$ cat src/rtl/axil_pkg.sv
`default_nettype none
// ============================================================================
// Module      : axil_pkg
// Description : Shared types and constants for the AXI-Lite master: the
//               transaction state encoding and the AXI response codes.
// Revision    : 1.0 - initial release
// ============================================================================
package axil_pkg;

    // Transaction sequencer states; one transaction in flight at a time.
    typedef enum logic [2:0] {
        IDLE         = 3'd0,
        WR_ADDR_DATA = 3'd1,
        WR_RESP      = 3'd2,
        RD_ADDR      = 3'd3,
        RD_DATA      = 3'd4,
        RESP         = 3'd5
    } axil_state_e;

    // AXI response codes, passed through to the command side untouched.
    localparam logic [1:0] c_RESP_OKAY   = 2'b00;
    localparam logic [1:0] c_RESP_EXOKAY = 2'b01;
    localparam logic [1:0] c_RESP_SLVERR = 2'b10;
    localparam logic [1:0] c_RESP_DECERR = 2'b11;

endpackage : axil_pkg
`default_nettype wire

$ cat src/rtl/axil_master.sv
`default_nettype none
// ============================================================================
// Module      : axil_master
// Description : Single-outstanding AXI-Lite master. Converts a simple
//               valid/ready command (read or write) into AXI-Lite channel
//               traffic and returns one completion per command.
// Ports       : clk, rst_n            - clock, async active-low reset
//               cmd_*                 - command in (valid/ready, write flag,
//                                       address, write data, write strobes)
//               rsp_*                 - completion out (valid/ready, write
//                                       flag, read data, AXI response)
//               m_axil_aw*/w*/b*      - AXI-Lite write channels
//               m_axil_ar*/r*         - AXI-Lite read channels
// Revision    : 1.0 - initial release
// ============================================================================
module axil_master
    import axil_pkg::*;
#(
    parameter int DATA_WIDTH = 32,
    parameter int ADDR_WIDTH = 5,
    parameter int STRB_WIDTH = DATA_WIDTH / 8
) (
    input  logic                  clk,
    input  logic                  rst_n,
    // command side
    input  logic                  cmd_valid,
    output logic                  cmd_ready,
    input  logic                  cmd_write,
    input  logic [ADDR_WIDTH-1:0] cmd_addr,
    input  logic [DATA_WIDTH-1:0] cmd_wdata,
    input  logic [STRB_WIDTH-1:0] cmd_wstrb,
    // completion side
    output logic                  rsp_valid,
    input  logic                  rsp_ready,
    output logic                  rsp_write,
    output logic [DATA_WIDTH-1:0] rsp_rdata,
    output logic [1:0]            rsp_resp,
    // AW channel
    output logic [ADDR_WIDTH-1:0] m_axil_awaddr,
    output logic [2:0]            m_axil_awprot,
    output logic                  m_axil_awvalid,
    input  logic                  m_axil_awready,
    // W channel
    output logic [DATA_WIDTH-1:0] m_axil_wdata,
    output logic [STRB_WIDTH-1:0] m_axil_wstrb,
    output logic                  m_axil_wvalid,
    input  logic                  m_axil_wready,
    // B channel
    input  logic [1:0]            m_axil_bresp,
    input  logic                  m_axil_bvalid,
    output logic                  m_axil_bready,
    // AR channel
    output logic [ADDR_WIDTH-1:0] m_axil_araddr,
    output logic [2:0]            m_axil_arprot,
    output logic                  m_axil_arvalid,
    input  logic                  m_axil_arready,
    // R channel
    input  logic [DATA_WIDTH-1:0] m_axil_rdata,
    input  logic [1:0]            m_axil_rresp,
    input  logic                  m_axil_rvalid,
    output logic                  m_axil_rready
);

    // ------------------------------------------------------------------------
    // State and output registers. Every output is a flop; the combinational
    // block below only computes next values.
    // ------------------------------------------------------------------------
    axil_state_e           r_state,      w_state_nxt;
    logic                  r_cmd_ready,  w_cmd_ready_nxt;
    logic                  r_awvalid,    w_awvalid_nxt;
    logic                  r_wvalid,     w_wvalid_nxt;
    logic                  r_bready,     w_bready_nxt;
    logic                  r_arvalid,    w_arvalid_nxt;
    logic                  r_rready,     w_rready_nxt;
    logic                  r_rsp_valid,  w_rsp_valid_nxt;
    logic [ADDR_WIDTH-1:0] r_addr,       w_addr_nxt;
    logic [DATA_WIDTH-1:0] r_wdata,      w_wdata_nxt;
    logic [STRB_WIDTH-1:0] r_wstrb,      w_wstrb_nxt;
    logic                  r_rsp_write,  w_rsp_write_nxt;
    logic [DATA_WIDTH-1:0] r_rsp_rdata,  w_rsp_rdata_nxt;
    logic [1:0]            r_rsp_resp,   w_rsp_resp_nxt;

    // A write channel counts as done once its valid has dropped, or when it
    // handshakes in the current cycle. AW and W may finish in either order.
    logic w_aw_done;
    logic w_w_done;
    assign w_aw_done = !r_awvalid || m_axil_awready;
    assign w_w_done  = !r_wvalid  || m_axil_wready;

    always_ff @(posedge clk or negedge rst_n) begin
        if (!rst_n) begin
            r_state     <= IDLE;
            r_cmd_ready <= 1'b0;
            r_awvalid   <= 1'b0;
            r_wvalid    <= 1'b0;
            r_bready    <= 1'b0;
            r_arvalid   <= 1'b0;
            r_rready    <= 1'b0;
            r_rsp_valid <= 1'b0;
            r_addr      <= '0;
            r_wdata     <= '0;
            r_wstrb     <= '0;
            r_rsp_write <= 1'b0;
            r_rsp_rdata <= '0;
            r_rsp_resp  <= c_RESP_OKAY;
        end else begin
            r_state     <= w_state_nxt;
            r_cmd_ready <= w_cmd_ready_nxt;
            r_awvalid   <= w_awvalid_nxt;
            r_wvalid    <= w_wvalid_nxt;
            r_bready    <= w_bready_nxt;
            r_arvalid   <= w_arvalid_nxt;
            r_rready    <= w_rready_nxt;
            r_rsp_valid <= w_rsp_valid_nxt;
            r_addr      <= w_addr_nxt;
            r_wdata     <= w_wdata_nxt;
            r_wstrb     <= w_wstrb_nxt;
            r_rsp_write <= w_rsp_write_nxt;
            r_rsp_rdata <= w_rsp_rdata_nxt;
            r_rsp_resp  <= w_rsp_resp_nxt;
        end
    end

    always_comb begin
        w_state_nxt     = r_state;
        w_cmd_ready_nxt = r_cmd_ready;
        w_awvalid_nxt   = r_awvalid;
        w_wvalid_nxt    = r_wvalid;
        w_bready_nxt    = r_bready;
        w_arvalid_nxt   = r_arvalid;
        w_rready_nxt    = r_rready;
        w_rsp_valid_nxt = r_rsp_valid;
        w_addr_nxt      = r_addr;
        w_wdata_nxt     = r_wdata;
        w_wstrb_nxt     = r_wstrb;
        w_rsp_write_nxt = r_rsp_write;
        w_rsp_rdata_nxt = r_rsp_rdata;
        w_rsp_resp_nxt  = r_rsp_resp;

        case (r_state)
            IDLE: begin
                // cmd_ready comes up on the first edge after reset release.
                w_cmd_ready_nxt = 1'b1;
                if (cmd_valid && r_cmd_ready) begin
                    w_cmd_ready_nxt = 1'b0;
                    w_addr_nxt      = cmd_addr;
                    w_wdata_nxt     = cmd_wdata;
                    w_wstrb_nxt     = cmd_wstrb;
                    if (cmd_write) begin
                        w_state_nxt   = WR_ADDR_DATA;
                        w_awvalid_nxt = 1'b1;
                        w_wvalid_nxt  = 1'b1;
                    end else begin
                        w_state_nxt   = RD_ADDR;
                        w_arvalid_nxt = 1'b1;
                    end
                end
            end

            WR_ADDR_DATA: begin
                // Each valid drops independently after its own handshake.
                w_awvalid_nxt = r_awvalid && !m_axil_awready;
                w_wvalid_nxt  = r_wvalid  && !m_axil_wready;
                if (w_aw_done && w_w_done) begin
                    w_state_nxt  = WR_RESP;
                    w_bready_nxt = 1'b1;
                end
            end

            WR_RESP: begin
                if (m_axil_bvalid) begin
                    w_bready_nxt    = 1'b0;
                    w_rsp_write_nxt = 1'b1;
                    w_rsp_rdata_nxt = '0;
                    w_rsp_resp_nxt  = m_axil_bresp;
                    w_rsp_valid_nxt = 1'b1;
                    w_state_nxt     = RESP;
                end
            end

            RD_ADDR: begin
                if (m_axil_arready) begin
                    w_arvalid_nxt = 1'b0;
                    w_rready_nxt  = 1'b1;
                    w_state_nxt   = RD_DATA;
                end
            end

            RD_DATA: begin
                if (m_axil_rvalid) begin
                    w_rready_nxt    = 1'b0;
                    w_rsp_write_nxt = 1'b0;
                    w_rsp_rdata_nxt = m_axil_rdata;
                    w_rsp_resp_nxt  = m_axil_rresp;
                    w_rsp_valid_nxt = 1'b1;
                    w_state_nxt     = RESP;
                end
            end

            RESP: begin
                if (rsp_ready) begin
                    w_rsp_valid_nxt = 1'b0;
                    w_cmd_ready_nxt = 1'b1;
                    w_state_nxt     = IDLE;
                end
            end

            default: begin
                w_state_nxt = IDLE;
            end
        endcase
    end

    assign cmd_ready      = r_cmd_ready;
    assign rsp_valid      = r_rsp_valid;
    assign rsp_write      = r_rsp_write;
    assign rsp_rdata      = r_rsp_rdata;
    assign rsp_resp       = r_rsp_resp;
    assign m_axil_awaddr  = r_addr;
    assign m_axil_awprot  = 3'b000;
    assign m_axil_awvalid = r_awvalid;
    assign m_axil_wdata   = r_wdata;
    assign m_axil_wstrb   = r_wstrb;
    assign m_axil_wvalid  = r_wvalid;
    assign m_axil_bready  = r_bready;
    assign m_axil_araddr  = r_addr;
    assign m_axil_arprot  = 3'b000;
    assign m_axil_arvalid = r_arvalid;
    assign m_axil_rready  = r_rready;

endmodule : axil_master
`default_nettype wire

$ cat config.mk
export PLATFORM = sky130hd
export DESIGN_NAME = axil_master
export DESIGN_NICKNAME = d
export VERILOG_FILES = /design/src/rtl/axil_pkg.sv /design/src/rtl/axil_master.sv
export SDC_FILE = /design/constraint.sdc
export NUM_CORES = 1
export LEC_CHECK = 0
export ABC_CLOCK_PERIOD_IN_PS = 4700
export BUFFER_PORTS_ARGS = -buffer_cell sky130_fd_sc_hd__buf_2
export CAP_MARGIN = 20
export CELL_PAD_IN_SITES_DETAIL_PLACEMENT = 0
export CELL_PAD_IN_SITES_GLOBAL_PLACEMENT = 1
export CORE_ASPECT_RATIO = 1.75
export CORE_UTILIZATION = 36
export CTS_BUF_LIST = sky130_fd_sc_hd__clkbuf_16
export DETAILED_ROUTE_END_ITERATION = 6
export GPL_ROUTABILITY_DRIVEN = 1
export MAX_ROUTING_LAYER = met4
export PLACE_DENSITY = 0.91
export SKIP_LAST_GASP = 1
export SYNTH_ARGS = -nofsm -noshare
export SYNTH_HDL_FRONTEND = slang
export SYNTH_SLANG_ARGS = --single-unit
$ cat constraint.sdc
create_clock -name clk -period 4.7 [get_ports clk]
set_clock_uncertainty 0.05 [all_clocks]
set_input_delay 0.705 -clock clk [delete_from_list [all_inputs] [get_ports clk]]
set_output_delay 0.705 -clock clk [all_outputs]
set_load 0.005 [all_outputs]
* Yosys cells after proc, flatten, opt, wreduce, memory -nomap -nowiden
Cells that the tools add are included.
Word-level totals: output and inout bits 94, bits in latches 0, logic and storage cells 90, memory bits (writable) 0, bits of input ports 87, ROM bits 0, memories kept 0, register bits 86
Operators by class: div/mod/pow operators 0, bitwise operators 0, $add $sub $neg 0, order comparisons 0, shifts and indexed selects 0, equality and inequality tests 13, muxes and demuxes 36, multipliers 0, reductions and logical operators 27
Operators by type and width (count):
- $mux 32 | 2
- $pmux 32 s2 | 1
- $mux 3 | 6
- $pmux 3 s6 | 1
- $ne 2x2->1 const B | 8
- $mux 1 | 14
- $pmux 1 s2 | 7
- $reduce_and 3->1 | 4
- $reduce_bool 2->1 | 6
- $reduce_and 4->1 | 2
- $eq 3x2->1 const B | 2
- $eq 3x3->1 const B | 2
- $mux 2 | 3
- $reduce_and 6->1 | 1
- $logic_and 1x1->1 | 4
- $logic_not 1->1 | 4
- $pmux 2 s2 | 1
- $reduce_and 2->1 | 2
- $eq 3x1->1 const B | 1
- $logic_not 3->1 | 1
- $pmux 1 s3 | 1
- $reduce_bool 3->1 | 1
- $logic_or 1x1->1 | 2

* Depth between registers and ports, before layout
depth in word-level cells 5, gate-level depth with buffers 6, gate-level depth less buffers 4

* Least setup slack after synthesis
OpenSTA, ideal clock, no wires.
kind in2reg, start input port cmd_valid, end register r_wdata[1] (netlist: m_axil_wdata[1]), data arrival time 1.725 ns, stages on the path 4, path slack 2.800 ns, buffers on the path 1, data required time 4.525 ns, path through nand2_1 nor4_4 buf_6 mux2_2
On the way: word-level cells in the longest chain between the ends 2
Ends and longest elaborated chain:
- start, declared | line axil_master.sv:26 | input logic cmd_valid,
- $logic_and 1x1->1 | line axil_master.sv:144 | if (cmd_valid && r_cmd_ready) begin
- $reduce_and 2->1 (no line)
- end signal, assigned | line axil_master.sv:116 | r_wdata <= w_wdata_nxt;
- end, declared | line axil_master.sv:77 | logic [DATA_WIDTH-1:0] r_wdata, w_wdata_nxt;
No other way between the ends. A chain may end at the register's enable or synchronous reset.

* Worst setup path in the final report
start register r_state[1], end register r_rsp_rdata[1] (netlist: rsp_rdata[1])
On the way: word-level cells in the longest chain between the ends 3, elaborated cells on any way between the ends 7, those cells by class 4 x eq/ne; 1 x mux; 2 x reduce/logical
Ends and longest elaborated chain:
- start, declared | line axil_master.sv:68 | axil_state_e r_state, w_state_nxt;
- start signal, assigned | line axil_master.sv:107 | r_state <= w_state_nxt;
- $eq 3x3->1 or $eq 3x2->1 (tied branches) | line axil_master.sv:140 | case (r_state)
- $ne 2x2->1 (no line) or $reduce_bool 2->1 (tied branches)
- $reduce_and 3->1 (no line)
- end signal, assigned | line axil_master.sv:119 | r_rsp_rdata <= w_rsp_rdata_nxt;
- end, declared | line axil_master.sv:80 | logic [DATA_WIDTH-1:0] r_rsp_rdata, w_rsp_rdata_nxt;
Parallel ways exist; a longest one is shown, timed or not.

==> key figures <==
STA
  • Final worst-path cycle share: ~44%
  • Setup TNS: 0 ps
  • Max_slew headroom: between 30% and 40%
  • Final hold violation count: 0
  • Setup-failing EPs final: 0
  • Max-slew violations: 0
  • F_max: ~480 MHz
  • RSZ-0062 raised after global routing: no
  • Min Tclk post-route: 2090 ps
  • Worst-Margin Slew: a little under 1000 ps

CTS
  • TritonCTS clock tree: built
  • Post-CTS sizing: 0
  • CTS root buffer: clkbuf_16
  • Worst-path clk slew: roughly 60 ps
  • Htree depth: 3
  • # clock sinks: 86
  • Clk Latency, worst-skew pair: between 300 and 400 ps
  • Hold_buf cts: 0
  • Setup bufs post-CTS: 0
  • Num CTS Buffers: 9
  • Longest Clk Path Bufs: 2

Worst setup path
  • Maximum fanout along the worst path: 69
  • Reg-to-Reg End: rsp_rdata[1]
  • Cell breakdown of the critical path: nand3b_1, a21o_2, o21ai_0
  • Total buffers and inverters traversed by the critical path: 0
  • Slowest stage delay, CP: between 700 and 800 ps
  • Worst Path Required: slightly below 5000 ps
  • R2r setup slk: 2610 ps
  • Worst Path Arrival: between 2000 and 2500 ps
  • R2R cell count: 3
  • CP Capture Type: flop
  • Reg2Reg Launch Point: r_state[1]
  • Crit-path leading delay family: compound AO/OA/AOI/OAI gates
  • Slowest cell on crit path: a21o_2
  • CP startpoint kind: flop
  • WS Path Type: reg -> reg

Placed design
  • # port buffers: around 170
  • Placed Instance Area: approximately 4400 sq um
  • Post-DP HPWL: 5690 um
  • Routability Congestion: 0.816

Drt
  • Via Count: approximately 2.8k
  • DRC Markers: 0
  • Drt first pass iters: 4
  • Via density per instance: 4.62
  • Average wire per standard cell: 12.8 um
  • Antenna viol nets, final: 0
  • Total wire length: just under 8000 um
  • First-iteration detailed-routing DRC count: 91

Finish
  • Commonest non-fill, non-tap cell in the layout: buf_2
  • Area Overhead vs Synth: 34.4%
  • Share of layout cells above drive strength 1: between 40% and 50%
  • Fin nets: roughly 570
  • Final instance area: about 4800 sq um
  • Most frequent cells in the layout: 173 x buf_2, 86 x dfrtp_1, 75 x nand2_1
  • Ant diodes: 0
  • Fill cell count: roughly 880

Power and ir drop
  • Sequential share of power: a little over two fifths
  • Switching portion of total power: between 30% and 40%
  • Worst vdd ir: around 0.25 mV
  • Pwr Density: around 650 nW/um^2
  • Internal power: 2120 uW
  • Share of power burned in the clock network: 24.1%
  • Leak Pwr: around 0.0024 uW
  • Psw: 992 uW
  • Combinational share of power: roughly 34%
  • Pwr Total: roughly 3100 uW

Floorplan
  • Initial core utilization: 37.4%
  • Core area: between 9000 and 10000 sq um
  • Die Span X: between 70 and 80 um
  • Die area: just over 10000 sq um
  • Die Span Y: around 130 um
  • Boundary Pins: 181
  • # rows: between 40 and 50

Synthesis
  • Cell Area, Synth: roughly 3600 sq um
  • Sequential area share after synthesis: roughly three fifths
  • Synth cell types: 30
  • Cells after synthesis: ~310
  • Register bit total from synthesis: 86
  • Synth Warn #: 0
  • Synthesized area per cell: 11.3 sq um

Global route
  • Gr ovfl total: 0
  • Initial antenna violation count: 0
  • First-pass GRT wire length: between 10000 and 15000 um
  • Largest net degree at the start of global routing: just under 90
  • Number of global-route vias before repair: approximately 2.7k
  • GRT Util Overall: 16.3%

Outcome
  • Outcome: completed

Run
  • Maxcap violations: 0

Hold path
  • HP Class: in -> async
-- power by group through the flow --
| stage | combinational, uW | clock, uW | sequential, uW |
|---|---|---|---|
| floorplan | 620 | 0 | 1310 |
| global placement | 1050 | 0 | 1300 |
| detailed placement | 1090 | 0 | 1310 |
| CTS | 1080 | 773 | 1300 |
| global route | 1190 | 804 | 1350 |
| finish | 1060 | 749 | 1300 |
-- metrics by stage --
stage          utilization [%]  hold slack (ps)  worst slack [ps]  cells
5_1_grt                   50.2              287              2350    606
3_3_place_gp              46.5              408              2570    589
4_1_cts                   49.9              429              2580    605
6_report                  50.2              261              2610    606
2_1_floorplan                -              359              2800    319
3_5_place_dp              46.5              416              2480    589
-- per-layer routing --
metal / track usage [%] / up-vias / wire length, um
li1: - / 1366 / -
met1: 17.8 / 1297 / 3030
met2: 28.0 / 119 / 4030
met3: 3.77 / 16 / 503
met4: 7.34 / 0 / 178
met5: - / - / 0
-- worst max path at each step --
stage,from,end,slack (ps),cells past startpoint
after floorplan,cmd_valid,m_axil_wdata[1],2800,4
after global placement,m_axil_bvalid,rsp_rdata[13],2570,4
after detailed placement,m_axil_bvalid,rsp_rdata[21],2480,4
after CTS,r_state[1],rsp_rdata[11],2580,3
after global routing,r_state[1],rsp_rdata[23],2350,3
final,r_state[1],rsp_rdata[1],2610,3
-- flip-flops by register name, indices dropped and copies added (netlist names), 2 cells and up --
name	flops
m_axil_araddr	5
m_axil_wdata	32
m_axil_wstrb	4
r_state	3
rsp_rdata	32
rsp_resp	2
-- logic make-up (layout without fill, tap and decap cells) --
| group | count (synthesis) | in the layout | synth area share [%] |
|---|---|---|---|
| other | 1 | 6 | 0.105 |
| buffers and inverters | 32 | 197 | 5.73 |
| AND/OR/NAND/NOR | 97 | 97 | 11.5 |
| multiplexers | 44 | 44 | 13.8 |
| flip-flops | 86 | 86 | 60.5 |
| AO/OA/AOI/OAI | 54 | 54 | 8.37 |
-- Yosys cell counts --
master / count / share of area (%)
inv_1: 4 / 0.42
a21oi_1: 5 / 0.70
nand2b_1: 3 / 0.53
nor4_4: 1 / 0.60
buf_4: 11 / 2.3
clkbuf_1: 8 / 0.84
nand2_1: 75 / 7.9
nand3b_1: 2 / 0.42
a211oi_1: 2 / 0.42
o221ai_1: 1 / 0.25
nor3_1: 1 / 0.14
buf_6: 5 / 1.6
a21o_1: 1 / 0.21
mux2i_1: 3 / 0.84
dfrtp_1: 86 / 60
nor2b_1: 3 / 0.53
a22o_1: 2 / 0.49
o22ai_1: 1 / 0.18
buf_2: 4 / 0.56
nor2_1: 10 / 1.1
o21ai_1: 2 / 0.28
a22oi_1: 1 / 0.21
conb_1: 1 / 0.11
nand3_1: 1 / 0.14
mux2_1: 6 / 1.9
mux2_2: 35 / 11
nor2_2: 1 / 0.18
a31oi_1: 1 / 0.18
o21ai_0: 37 / 5.2
o22a_1: 1 / 0.25
-- cell type report --
type / instances / area [sq um] / share of cell area (%)
well taps: 122 / 153 / 3.19
multi-input cells: 201 / 1220 / 25.6
inverters: 4 / 15.0 / 0.314
clock buffers: 9 / 225 / 4.71
flip-flops and latches: 86 / 2150 / 45.0
clock inverters: 7 / 97.6 / 2.04
repair buffers: 177 / 916 / 19.2
Power figures use the tool's default switching activity.
